$ cat src/rtl/bram_stream_reader_pkg.sv
// rtl/bram_stream_reader_pkg.sv - shared state encoding and output FIFO sizing for bram_stream_reader
package bram_stream_reader_pkg;

  typedef enum logic [1:0] {
    ST_IDLE  = 2'd0,
    ST_ISSUE = 2'd1,
    ST_DRAIN = 2'd2
  } state_e;

  localparam int FIFO_DEPTH = 3;
  localparam int FIFO_CNT_W = $clog2(FIFO_DEPTH + 1);

endpackage

$ cat src/rtl/stream_skid_fifo.sv
// rtl/stream_skid_fifo.sv - small circular FIFO holding {last,data} beats ahead of the master stream
module stream_skid_fifo #(
  parameter int W     = 73,
  parameter int DEPTH = 3
) (
  input  logic                         clk,
  input  logic                         resetn,
  input  logic                         push,
  input  logic [W-1:0]                 din,
  input  logic                         pop,
  output logic [W-1:0]                 dout,
  output logic                         valid,
  output logic [$clog2(DEPTH+1)-1:0]   count
);

  localparam int IW = $clog2(DEPTH);
  localparam int CW = $clog2(DEPTH + 1);

  logic [W-1:0]  mem_q [DEPTH];
  logic [W-1:0]  mem_d [DEPTH];
  logic [IW-1:0] wr_q, wr_d, rd_q, rd_d;
  logic [CW-1:0] cnt_q, cnt_d;
  logic          do_pop;

  function automatic logic [IW-1:0] next_idx(input logic [IW-1:0] i);
    return (i == IW'(DEPTH - 1)) ? '0 : i + IW'(1);
  endfunction

  // The caller's credit rule guarantees push never lands on a full FIFO.
  assign do_pop = pop && (cnt_q != '0);

  always_comb begin
    mem_d = mem_q;
    wr_d  = wr_q;
    rd_d  = rd_q;
    if (push) begin
      mem_d[wr_q] = din;
      wr_d        = next_idx(wr_q);
    end
    if (do_pop) begin
      rd_d = next_idx(rd_q);
    end
    cnt_d = cnt_q + CW'(push) - CW'(do_pop);
  end

  always_ff @(posedge clk) begin
    if (!resetn) begin
      wr_q  <= '0;
      rd_q  <= '0;
      cnt_q <= '0;
    end else begin
      wr_q  <= wr_d;
      rd_q  <= rd_d;
      cnt_q <= cnt_d;
    end
  end

  always_ff @(posedge clk) begin
    mem_q <= mem_d;
  end

  assign dout  = mem_q[rd_q];
  assign valid = (cnt_q != '0);
  assign count = cnt_q;

endmodule

$ cat src/rtl/bram_stream_reader.sv
// rtl/bram_stream_reader.sv - reads a contiguous BRAM range and streams it out with last on the final word
module bram_stream_reader
  import bram_stream_reader_pkg::*;
#(
  parameter int WIDTH  = 72,
  parameter int ADDR_W = 9,
  parameter int LEN_W  = 10
) (
  input  logic              clk,
  input  logic              resetn,
  input  logic              cmd_valid,
  output logic              cmd_ready,
  input  logic [ADDR_W-1:0] cmd_base,
  input  logic [LEN_W-1:0]  cmd_len,
  output logic              bram_en,
  output logic [ADDR_W-1:0] bram_addr,
  input  logic [WIDTH-1:0]  bram_rdata,
  output logic [WIDTH-1:0]  ms_data,
  output logic              ms_valid,
  input  logic              ms_ready,
  output logic              ms_last,
  output logic              busy,
  output logic              done
);

  state_e              state_q, state_d;
  logic [ADDR_W-1:0]   rd_ptr_q, rd_ptr_d;
  logic [LEN_W-1:0]    remaining_q, remaining_d;
  logic                inflight_q, inflight_d;
  logic                last_pipe_q, last_pipe_d;
  logic                done_q, done_d;

  logic [WIDTH:0]      fifo_dout;
  logic                fifo_valid;
  logic [FIFO_CNT_W-1:0] fifo_count;
  logic                pop;
  logic                issue;
  logic [2:0]          occ;

  assign pop = fifo_valid && ms_ready;
  // Slots already spoken for once this cycle's push/pop settle; a new read needs one more.
  assign occ   = 3'(fifo_count) + 3'(inflight_q) - 3'(pop);
  assign issue = (state_q == ST_ISSUE) && (occ < 3'(FIFO_DEPTH));

  always_comb begin
    state_d     = state_q;
    rd_ptr_d    = rd_ptr_q;
    remaining_d = remaining_q;
    done_d      = 1'b0;
    inflight_d  = issue;
    last_pipe_d = issue && (remaining_q == LEN_W'(1));
    case (state_q)
      ST_IDLE: begin
        if (cmd_valid) begin
          rd_ptr_d    = cmd_base;
          remaining_d = cmd_len;
          if (cmd_len == '0) done_d  = 1'b1;
          else               state_d = ST_ISSUE;
        end
      end
      ST_ISSUE: begin
        if (issue) begin
          rd_ptr_d    = rd_ptr_q + ADDR_W'(1);
          remaining_d = remaining_q - LEN_W'(1);
          if (remaining_q == LEN_W'(1)) state_d = ST_DRAIN;
        end
      end
      ST_DRAIN: begin
        if (pop && ms_last) begin
          state_d = ST_IDLE;
          done_d  = 1'b1;
        end
      end
      default: state_d = ST_IDLE;
    endcase
  end

  always_ff @(posedge clk) begin
    if (!resetn) begin
      state_q     <= ST_IDLE;
      rd_ptr_q    <= '0;
      remaining_q <= '0;
      inflight_q  <= 1'b0;
      last_pipe_q <= 1'b0;
      done_q      <= 1'b0;
    end else begin
      state_q     <= state_d;
      rd_ptr_q    <= rd_ptr_d;
      remaining_q <= remaining_d;
      inflight_q  <= inflight_d;
      last_pipe_q <= last_pipe_d;
      done_q      <= done_d;
    end
  end

  stream_skid_fifo #(
    .W     (WIDTH + 1),
    .DEPTH (FIFO_DEPTH)
  ) u_fifo (
    .clk    (clk),
    .resetn (resetn),
    .push   (inflight_q),
    .din    ({last_pipe_q, bram_rdata}),
    .pop    (pop),
    .dout   (fifo_dout),
    .valid  (fifo_valid),
    .count  (fifo_count)
  );

  assign cmd_ready = (state_q == ST_IDLE);
  assign bram_en   = issue;
  assign bram_addr = rd_ptr_q;
  assign ms_data   = fifo_dout[WIDTH-1:0];
  assign ms_valid  = fifo_valid;
  assign ms_last   = fifo_valid && fifo_dout[WIDTH];
  assign busy      = (state_q != ST_IDLE);
  assign done      = done_q;

endmodule
$ cat config.mk
export PLATFORM = sky130hd
export DESIGN_NAME = bram_stream_reader
export DESIGN_NICKNAME = d
export VERILOG_FILES = /design/src/rtl/bram_stream_reader_pkg.sv /design/src/rtl/stream_skid_fifo.sv /design/src/rtl/bram_stream_reader.sv
export SDC_FILE = /design/constraint.sdc
export NUM_CORES = 1
export LEC_CHECK = 0
export ABC_AREA = 1
export CAP_MARGIN = 20
export CORE_MARGIN = 2
export CORE_UTILIZATION = 57
export DETAILED_ROUTE_END_ITERATION = 16
export GPL_TIMING_DRIVEN = 0
export PLACE_DENSITY = 0.94
export SLEW_MARGIN = 0
export SYNTH_ARGS = -nofsm -noshare
export SYNTH_HDL_FRONTEND = slang
export SYNTH_HIERARCHICAL = 1
export SYNTH_SLANG_ARGS = --single-unit
$ cat constraint.sdc
create_clock -name clk -period 14.8 [get_ports clk]
set_input_delay 2.96 -clock clk [delete_from_list [all_inputs] [get_ports clk]]
set_output_delay 2.96 -clock clk [all_outputs]
set_load 0.05 [all_outputs]
=== Word-level counts from Yosys, hierarchy flattened ===
Index checks and enable logic that the tools add are counted.

* Flip-flop bits (word level): 249
* Input bits: 95
* Output and inout bits: 87
* Word-level logic and storage cells: 74

* $add $sub $neg: 8
* Magnitude comparators: 4
* Equality and inequality tests: 10
* Mux-type cells: 24
* Bitwise operators: 2
* Reduce and logical (&&, ||, !) cells: 14

{| class="wikitable"
|+ Operators by type and width
! kind !! number
|-
| $bwmux 219 || 1
|-
| $mux 73 || 3
|-
| $bmux 73 s2 || 1
|-
| $demux 73 s2 || 1
|-
| $mux 10 || 2
|-
| $pmux 10 s2 || 1
|-
| $mux 9 || 2
|-
| $pmux 9 s2 || 1
|-
| $mux 2 || 7
|-
| $eq 10x1->1 const B || 1
|-
| $logic_not 10->1 || 1
|-
| $sub 10x1->10 const B || 1
|-
| $add 9x1->9 const B || 1
|-
| $ne 2x2->1 const B || 4
|-
| $logic_and 1x1->1 || 7
|-
| $eq 2x2->1 const B || 3
|-
| $ge 3x3->1 const B || 2
|-
| $not 2->3 || 2
|-
| $pmux 2 s3 || 1
|-
| $reduce_bool 2->1 || 3
|-
| $reduce_and 5->1 || 1
|-
| $add 2x1->2 const B || 2
|-
| $add 2x1->3 || 1
|-
| $lt 3x1->1 const B || 1
|-
| other kinds (10) || 12
|}

=== Longest topological paths before layout ===
Gate-level depths: netlist of run 1.

* Word-level depth: 8
* Depth in mapped cells: 15
* Depth with buffers taken out: 15

=== Modules after synthesis ===
The synthesis of run 1 kept the hierarchy.

{| class="wikitable"
|+ By module, submodules not included
! module !! times used !! cells an instance !! area an instance (sq um) !! seq. area each (sq um)
|-
| stream_skid_fifo || 1 || 585 || 8514.4 || 6696.4
|-
| bram_stream_reader || 1 || 275 || 1675.4 || 480.5
|}

=== Worst setup path before layout of run 1 ===
OpenSTA, ideal clock, no wires.

* Kind: input to output
* Start: input ms_ready
* End: output bram_en
* Arrival: 4.818 ns
* Data required time: 11.840 ns
* Slack: 7.022 ns
* Cell stages on the path: 8
* Path through: nand2_1 -> or2_2 -> nand2_1 -> ha_1 -> fa_1 -> nand2_1 -> nand3_2 -> nor2_1

* Longest elaborated chain between the ends: 4

{| class="wikitable"
|+ Ends and longest elaborated chain
! what !! line !! source
|-
| from (decl) || bram_stream_reader.sv:20 || <nowiki>input logic ms_ready,</nowiki>
|-
| $logic_and 1x1->1 || bram_stream_reader.sv:40 || <nowiki>assign pop = fifo_valid && ms_ready;</nowiki>
|-
| $sub 3x1->3 || bram_stream_reader.sv:42 || <nowiki>assign occ = 3'(fifo_count) + 3'(inflight_q) - 3'(pop);</nowiki>
|-
| $lt 3x2->1 || bram_stream_reader.sv:43 || <nowiki>assign issue = (state_q == ST_ISSUE) && (occ < 3'(FIFO_DEPTH));</nowiki>
|-
| $logic_and 1x1->1 || bram_stream_reader.sv:43 ||
|-
| to (decl) || bram_stream_reader.sv:15 || <nowiki>output logic bram_en,</nowiki>
|}

No other way between the ends.

=== Final worst setup path of run 1 ===
Same ends and word-level chain as after synthesis.

==> impl_metrics.json, run 1 <==
{
  "chipWidth_um": 138,
  "avgSynthCellArea_um2": 11.8,
  "overflow": 0,
  "die_h_um": 138,
  "vias_per_cell": 5.49,
  "drcViolationCount": 0,
  "outcome": "complete, no violations",
  "gp_congestion": 0.954,
  "syn-num-nets": 962,
  "htreeDepth": 1,
  "final-setup-viol-count": 0,
  "min_path_type": "reg2reg",
  "cts_buffer_depth": 3,
  "layout_commonest_cell": "nand2_1",
  "power_leakage_nw": 5.03,
  "period_share_pct": 58.7,
  "worstPathRequired_ns": 11.84,
  "postRouteAntennaNets": 0,
  "grt_pass1_wl_um": 37100,
  "maxCapViolations": 0,
  "slew_headroom_pct": 48.8,
  "first_global_vias": 7223,
  "clock.fmax_mhz": 115,
  "wl_met2_um": 13200,
  "start_util_pct": 58.5,
  "ys_types": 35,
  "fin_crit_ns": 8.69,
  "finalClockSkew_ns": 0.0122,
  "firstDrtPassIters": 5,
  "fp.dieArea_um2": 19000,
  "layout.nets": 1178,
  "synth_top_cells_by_area": "edfxtp_1, nand2_1, dfxtp_1",
  "area_delta_synth_final_pct": 30.3,
  "dp_hpwl_um": 15400,
  "grt.total_usage_pct": 25.8,
  "clock_sinks": 249,
  "wl_met1_um": 8940,
  "report.final.slew_viol_count": 0,
  "synth_seq_cells": 249,
  "final_cell_mix": "nand2_1, edfxtp_1, clkdlybuf4s50_1",
  "cp.arrival_ns": 5.73,
  "wl_um": 24800,
  "rows": 48,
  "clk-insertion-delay-late_ns": 0.50,
  "rsz0062_at_grt": "false",
  "dr_total_vias": 7242,
  "clockRootBuffer": "clkbuf_16",
  "worstMarginPinSlew_ns": 0.763,
  "route.met3.wl_um": 2080,
  "cts_tree": "yes",
  "power.total_mw": 1.75,
  "post_cts_buffers": 0,
  "syn-cell-area_um2": 10200,
  "ctsResizeCount": 0,
  "ctsHoldBuffers": 0,
  "final-hold-violation-count": 0,
  "yosysWarnings": 6,
  "fillers": 991,
  "crit_type": "in2out",
  "netlist.area_leader.share_pct": 64.5,
  "clk_pin_slew_worst_paths_ns": 0.07,
  "powerDensity_nw_per_um2": 132,
  "tns_ns": 0,
  "portBuffers": 181,
  "cts-buffers-inserted": 24,
  "drt_iter0_markers": 501,
  "antenna_found_initial": 2,
  "boundaryPins": 182,
  "critPathLaunchType": "input port",
  "routedWlPerCell_um": 18.8,
  "seq_area_frac_synth_pct": 70.4,
  "ir_worst_vdd_mv": 0.0904,
  "grt_max_degree": 53,
  "drive_gt1_share_pct": 11.9,
  "syn_inst": 860,
  "crit_path_max_fanout": 4,
  "core_area_um2": 17400,
  "yosysTopAreaCell": "edfxtp_1",
  "end_kind": "output port",
  "top_layer": "met5"
}
critical path, stage by stage:
cell and delay, ns:
clkdlybuf4s50_1 0.45, nand2_1 0.11, or2_2 0.34, nand2_1 0.07
ha_1 0.16, fa_1 0.42, nand2_1 0.10, nand3_2 0.16
nor2_1 0.14, clkdlybuf4s50_1 0.82
through the flow:
| step | area, um^2 | setup slack [ns] | utilization [%] | cells | hold slack (ns) |
|---|---|---|---|---|---|
| after floorplan | 10200 | 7.02 | - | 860 | 0.421 |
| after global placement | 12300 | 5.75 | 70.5 | 1266 | 0.426 |
| after detailed placement | 12400 | 6.14 | 71.4 | 1275 | 0.464 |
| after CTS | 13300 | 6.12 | 76.2 | 1318 | 0.474 |
| after global routing | 13300 | 5.97 | 76.2 | 1318 | 0.492 |
| final | 13300 | 6.11 | 76.2 | 1319 | 0.476 |
registers in the layout, summed over array words and instances (netlist names):
signal and cells:
inflight_q 1, bram_addr 9, u_fifo/count 2, done 1
last_pipe_q 1, state_q 2, u_fifo/mem_q 219, u_fifo/rd_q 2
u_fifo/wr_q 2, remaining_q 10
worst paths after layout:
path                                       end             from  slack (ns)  depth (start not counted)
worst max-delay path                   bram_en         ms_ready        6.11                         10
worst max register to register  remaining_q[3]  u_fifo/count[1]       11.88                         14
worst min register to register  remaining_q[6]   remaining_q[6]        0.48                          2
worst min-delay path            remaining_q[6]   remaining_q[6]        0.48                          2
cell usage after synthesis:
library cell  number
nand2_1          301
edfxtp_1         219
nand3_1           64
nor2_1            52
inv_1             46
nand3_2           35
dfxtp_1           30
buf_6             24
a21oi_1           23
o21ai_0           19
ha_1               6
inv_2              5
buf_2              4
nand2_4            3
nand4_1            3
nor3_1             3
nand2_2            2
nand3b_1           2
nor2_2             2
o21ai_2            2
and3_1             1
buf_4              1
clkbuf_1           1
fa_1               1
inv_4              1
inv_6              1
nor2_4             1
nor3b_1            1
o211ai_1           1
o21a_1             1
o21bai_2           1
o22ai_1            1
or2_0              1
or2_2              1
xor2_1             1
logic make-up (layout without fill, tap and decap cells):
| kind of cell | after synthesis | in the layout | share of synthesized area (%) |
|---|---|---|---|
| DFF | 249 | 249 | 70.4 |
| AOI/OAI and AO/OA | 48 | 48 | 2.55 |
| adders and majority gates | 7 | 7 | 0.933 |
| and+or+nand+nor | 472 | 472 | 21.0 |
| buffers and inverters | 83 | 316 | 4.99 |
| other | 0 | 1 | 0 |
| xor gates and xnor gates | 1 | 1 | 0.0860 |
cell type report:
cell class	count	area, um^2	area share (%)
Sequential cell	249	7180	54.0
Multi-Input combinational cell	528	2510	18.9
Timing Repair Buffer	190	1950	14.7
Clock buffer	29	641	4.82
Buffer	30	302	2.27
Tap cell	225	282	2.12
Inverter	53	211	1.59
Clock inverter	14	201	1.52
Antenna cell	1	2.50	0.0188
layer usage:
layer / track usage (%) / vias to the layer above
li1: - / 3358
met5: 0 / -
met3: 6.48 / 58
met1: 28.8 / 3481
met2: 48.0 / 341
met4: 8.22 / 4
power breakdown:
part / leakage, nW / switching, mW / internal, mW / total, mW
registers: 2.23 / 0.0153 / 0.793 / 0.809
logic: 2.40 / 0.194 / 0.104 / 0.298
clock network: 0.398 / 0.252 / 0.396 / 0.648
(Power assumes the default switching activity.)
==> run 2: changes to the inputs <==
--- a/config.mk
+++ b/config.mk
@@ -8,10 +8,10 @@
 export ABC_AREA = 1
 export CAP_MARGIN = 20
 export CORE_MARGIN = 2
-export CORE_UTILIZATION = 57
+export CORE_UTILIZATION = 53
 export DETAILED_ROUTE_END_ITERATION = 16
 export GPL_TIMING_DRIVEN = 0
-export PLACE_DENSITY = 0.94
+export PLACE_DENSITY = 0.88
 export SLEW_MARGIN = 0
 export SYNTH_ARGS = -nofsm -noshare
 export SYNTH_HDL_FRONTEND = slang
==> constraint.sdc (replaced) <==
create_clock -name clk -period 8.45 [get_ports clk]
set_input_delay 1.69 -clock clk [delete_from_list [all_inputs] [get_ports clk]]
set_output_delay 1.69 -clock clk [all_outputs]
set_load 0.05 [all_outputs]
==> impl_metrics.json, run 2 (same netlist as run 1, synthesis figures left out) <==
{
  "regToRegSetupSlack_ns": 5.50,
  "finalClockSkew_ns": 0.0187,
  "seqPwrFrac_pct": 47.9,
  "firstDrtPassIters": 5,
  "pwr-share-clk_pct": 34.7,
  "critPathLaunchType": "input port",
  "outcome": "complete, no violations",
  "htreeDepth": 1,
  "first_global_vias": 6869,
  "tns_ns": 0,
  "slew_headroom_pct": 59.2,
  "clockRootBuffer": "clkbuf_16",
  "fillers": 1214,
  "clk_pin_slew_worst_paths_ns": 0.06,
  "min_path_cells": 0,
  "worstPathRequired_ns": 6.76,
  "grt_max_degree": 63,
  "dp_hpwl_um": 15300,
  "reg2reg_depth": 14,
  "min_to": "u_fifo/mem_q[72]",
  "final-hold-violation-count": 0,
  "power_frac_comb_pct": 17.4,
  "powerDensity_nw_per_um2": 224,
  "post_cts_buffers": 0,
  "crit_path_max_fanout": 4,
  "regMostFlops": "u_fifo/mem_q",
  "gp_congestion": 0.906,
  "end_kind": "output port",
  "vias_per_cell": 5.26,
  "core_area_um2": 18800,
  "antenna_found_initial": 1,
  "portBuffers": 181,
  "power.internal_mw": 2.18,
  "cts_tree": "yes",
  "fp.dieArea_um2": 20400,
  "overflow": 0,
  "ir_worst_vdd_mv": 0.123,
  "layout_commonest_cell": "nand2_1",
  "dr_total_vias": 6984,
  "rr_endpoint": "remaining_q[4]",
  "num_antenna_cells": 0,
  "cp.arrival_ns": 4.46,
  "area_delta_synth_final_pct": 29.7,
  "worstMarginPinSlew_ns": 0.610,
  "postPlaceCellArea_um2": 12400,
  "clk-insertion-delay-late_ns": 0.51,
  "maxCapViolations": 0,
  "start_util_pct": 54.3,
  "final-setup-viol-count": 0,
  "clock_sinks": 249,
  "cts_buffer_depth": 3,
  "crit_type": "in2out",
  "postRouteAntennaNets": 0,
  "boundaryPins": 182,
  "layout.nets": 1179,
  "chipWidth_um": 143,
  "ctsResizeCount": 0,
  "final_cell_mix": "nand2_1, edfxtp_1, clkdlybuf4s50_1",
  "drive_gt1_share_pct": 11.8,
  "die_h_um": 143,
  "power_leakage_nw": 5.01,
  "grt_pass1_wl_um": 34500,
  "cts-buffers-inserted": 24,
  "switching_share_pct": 26.2,
  "fin_crit_ns": 6.15,
  "ctsHoldBuffers": 0,
  "largest_reg_flops": 219,
  "hp-start": "last_pipe_q",
  "grt.total_usage_pct": 21.7,
  "routedWlPerCell_um": 16.8,
  "period_share_pct": 72.8,
  "drcViolationCount": 0,
  "drt_iter0_markers": 482,
  "wl_um": 22300,
  "final_area_um2": 13200,
  "min_path_type": "reg2reg",
  "p_sw_uw": 773,
  "report.final.slew_viol_count": 0,
  "rows": 50,
  "rsz0062_at_grt": "false",
  "timing.rr.start": "u_fifo/count[1]",
  "clock.fmax_mhz": 163
}
[run 2: stage by stage]
step	utilization, %	total power, mW	instances	hold slack (ns)	setup WS, ns
final	70.4	2.96	1328	0.447	2.30
after global routing	70.4	3.07	1328	0.477	2.17
after CTS	70.4	2.97	1328	0.449	2.33
after detailed placement	66.3	1.95	1285	0.434	2.35
after global placement	65.5	1.94	1275	0.426	-0.696
after floorplan	-	1.76	860	0.421	2.46
[run 2: power groups by stage]
| stage | Combinational (mW) | Clock [mW] | Sequential, mW |
|---|---|---|---|
| floorplan | 0.300 | 0 | 1.46 |
| global placement | 0.498 | 0 | 1.44 |
| detailed placement | 0.511 | 0 | 1.44 |
| CTS | 0.514 | 1.04 | 1.41 |
| global route | 0.549 | 1.10 | 1.42 |
| finish | 0.514 | 1.03 | 1.41 |
[run 2: cell type report]
type / count / area [um^2] / area share (%)
Buffer: 30 / 302 / 2.28
Clock inverter: 9 / 103 / 0.776
Timing Repair Buffer: 191 / 1960 / 14.8
Multi-Input combinational cell: 528 / 2510 / 19.0
Inverter: 53 / 211 / 1.60
Sequential cell: 249 / 7180 / 54.3
Clock buffer: 34 / 668 / 5.05
Tap cell: 234 / 293 / 2.21
[run 2: worst max path at each step]
stage,start,endpoint,slack (ns),cells after the start
floorplan,inflight_q,u_fifo/mem_q[0],2.46,2
global route,ms_ready,bram_en,2.17,10
detailed placement,ms_ready,bram_en,2.35,10
finish,ms_ready,bram_en,2.30,10
CTS,ms_ready,bram_en,2.33,10
global placement,inflight_q,u_fifo/mem_q[5],-0.70,2
[run 2: routing by layer]
layer / vias up / share of wire (%) / track usage (%) / routed length (um)
met1: 3253 / 38 / 26.7 / 8490
li1: 3366 / - / - / -
met3: 45 / 9.1 / 5.16 / 2030
met5: - / 0.058 / 0 / 13
met2: 318 / 50 / 38.0 / 11200
met4: 2 / 2.5 / 7.09 / 565
[run 2: critical path: stages]
cell             delay, ns
clkdlybuf4s50_1       0.45
nand2_1               0.13
or2_2                 0.34
nand2_1               0.07
ha_1                  0.16
fa_1                  0.42
nand2_1               0.09
nand3_2               0.16
nor2_1                0.13
clkdlybuf4s50_1       0.81
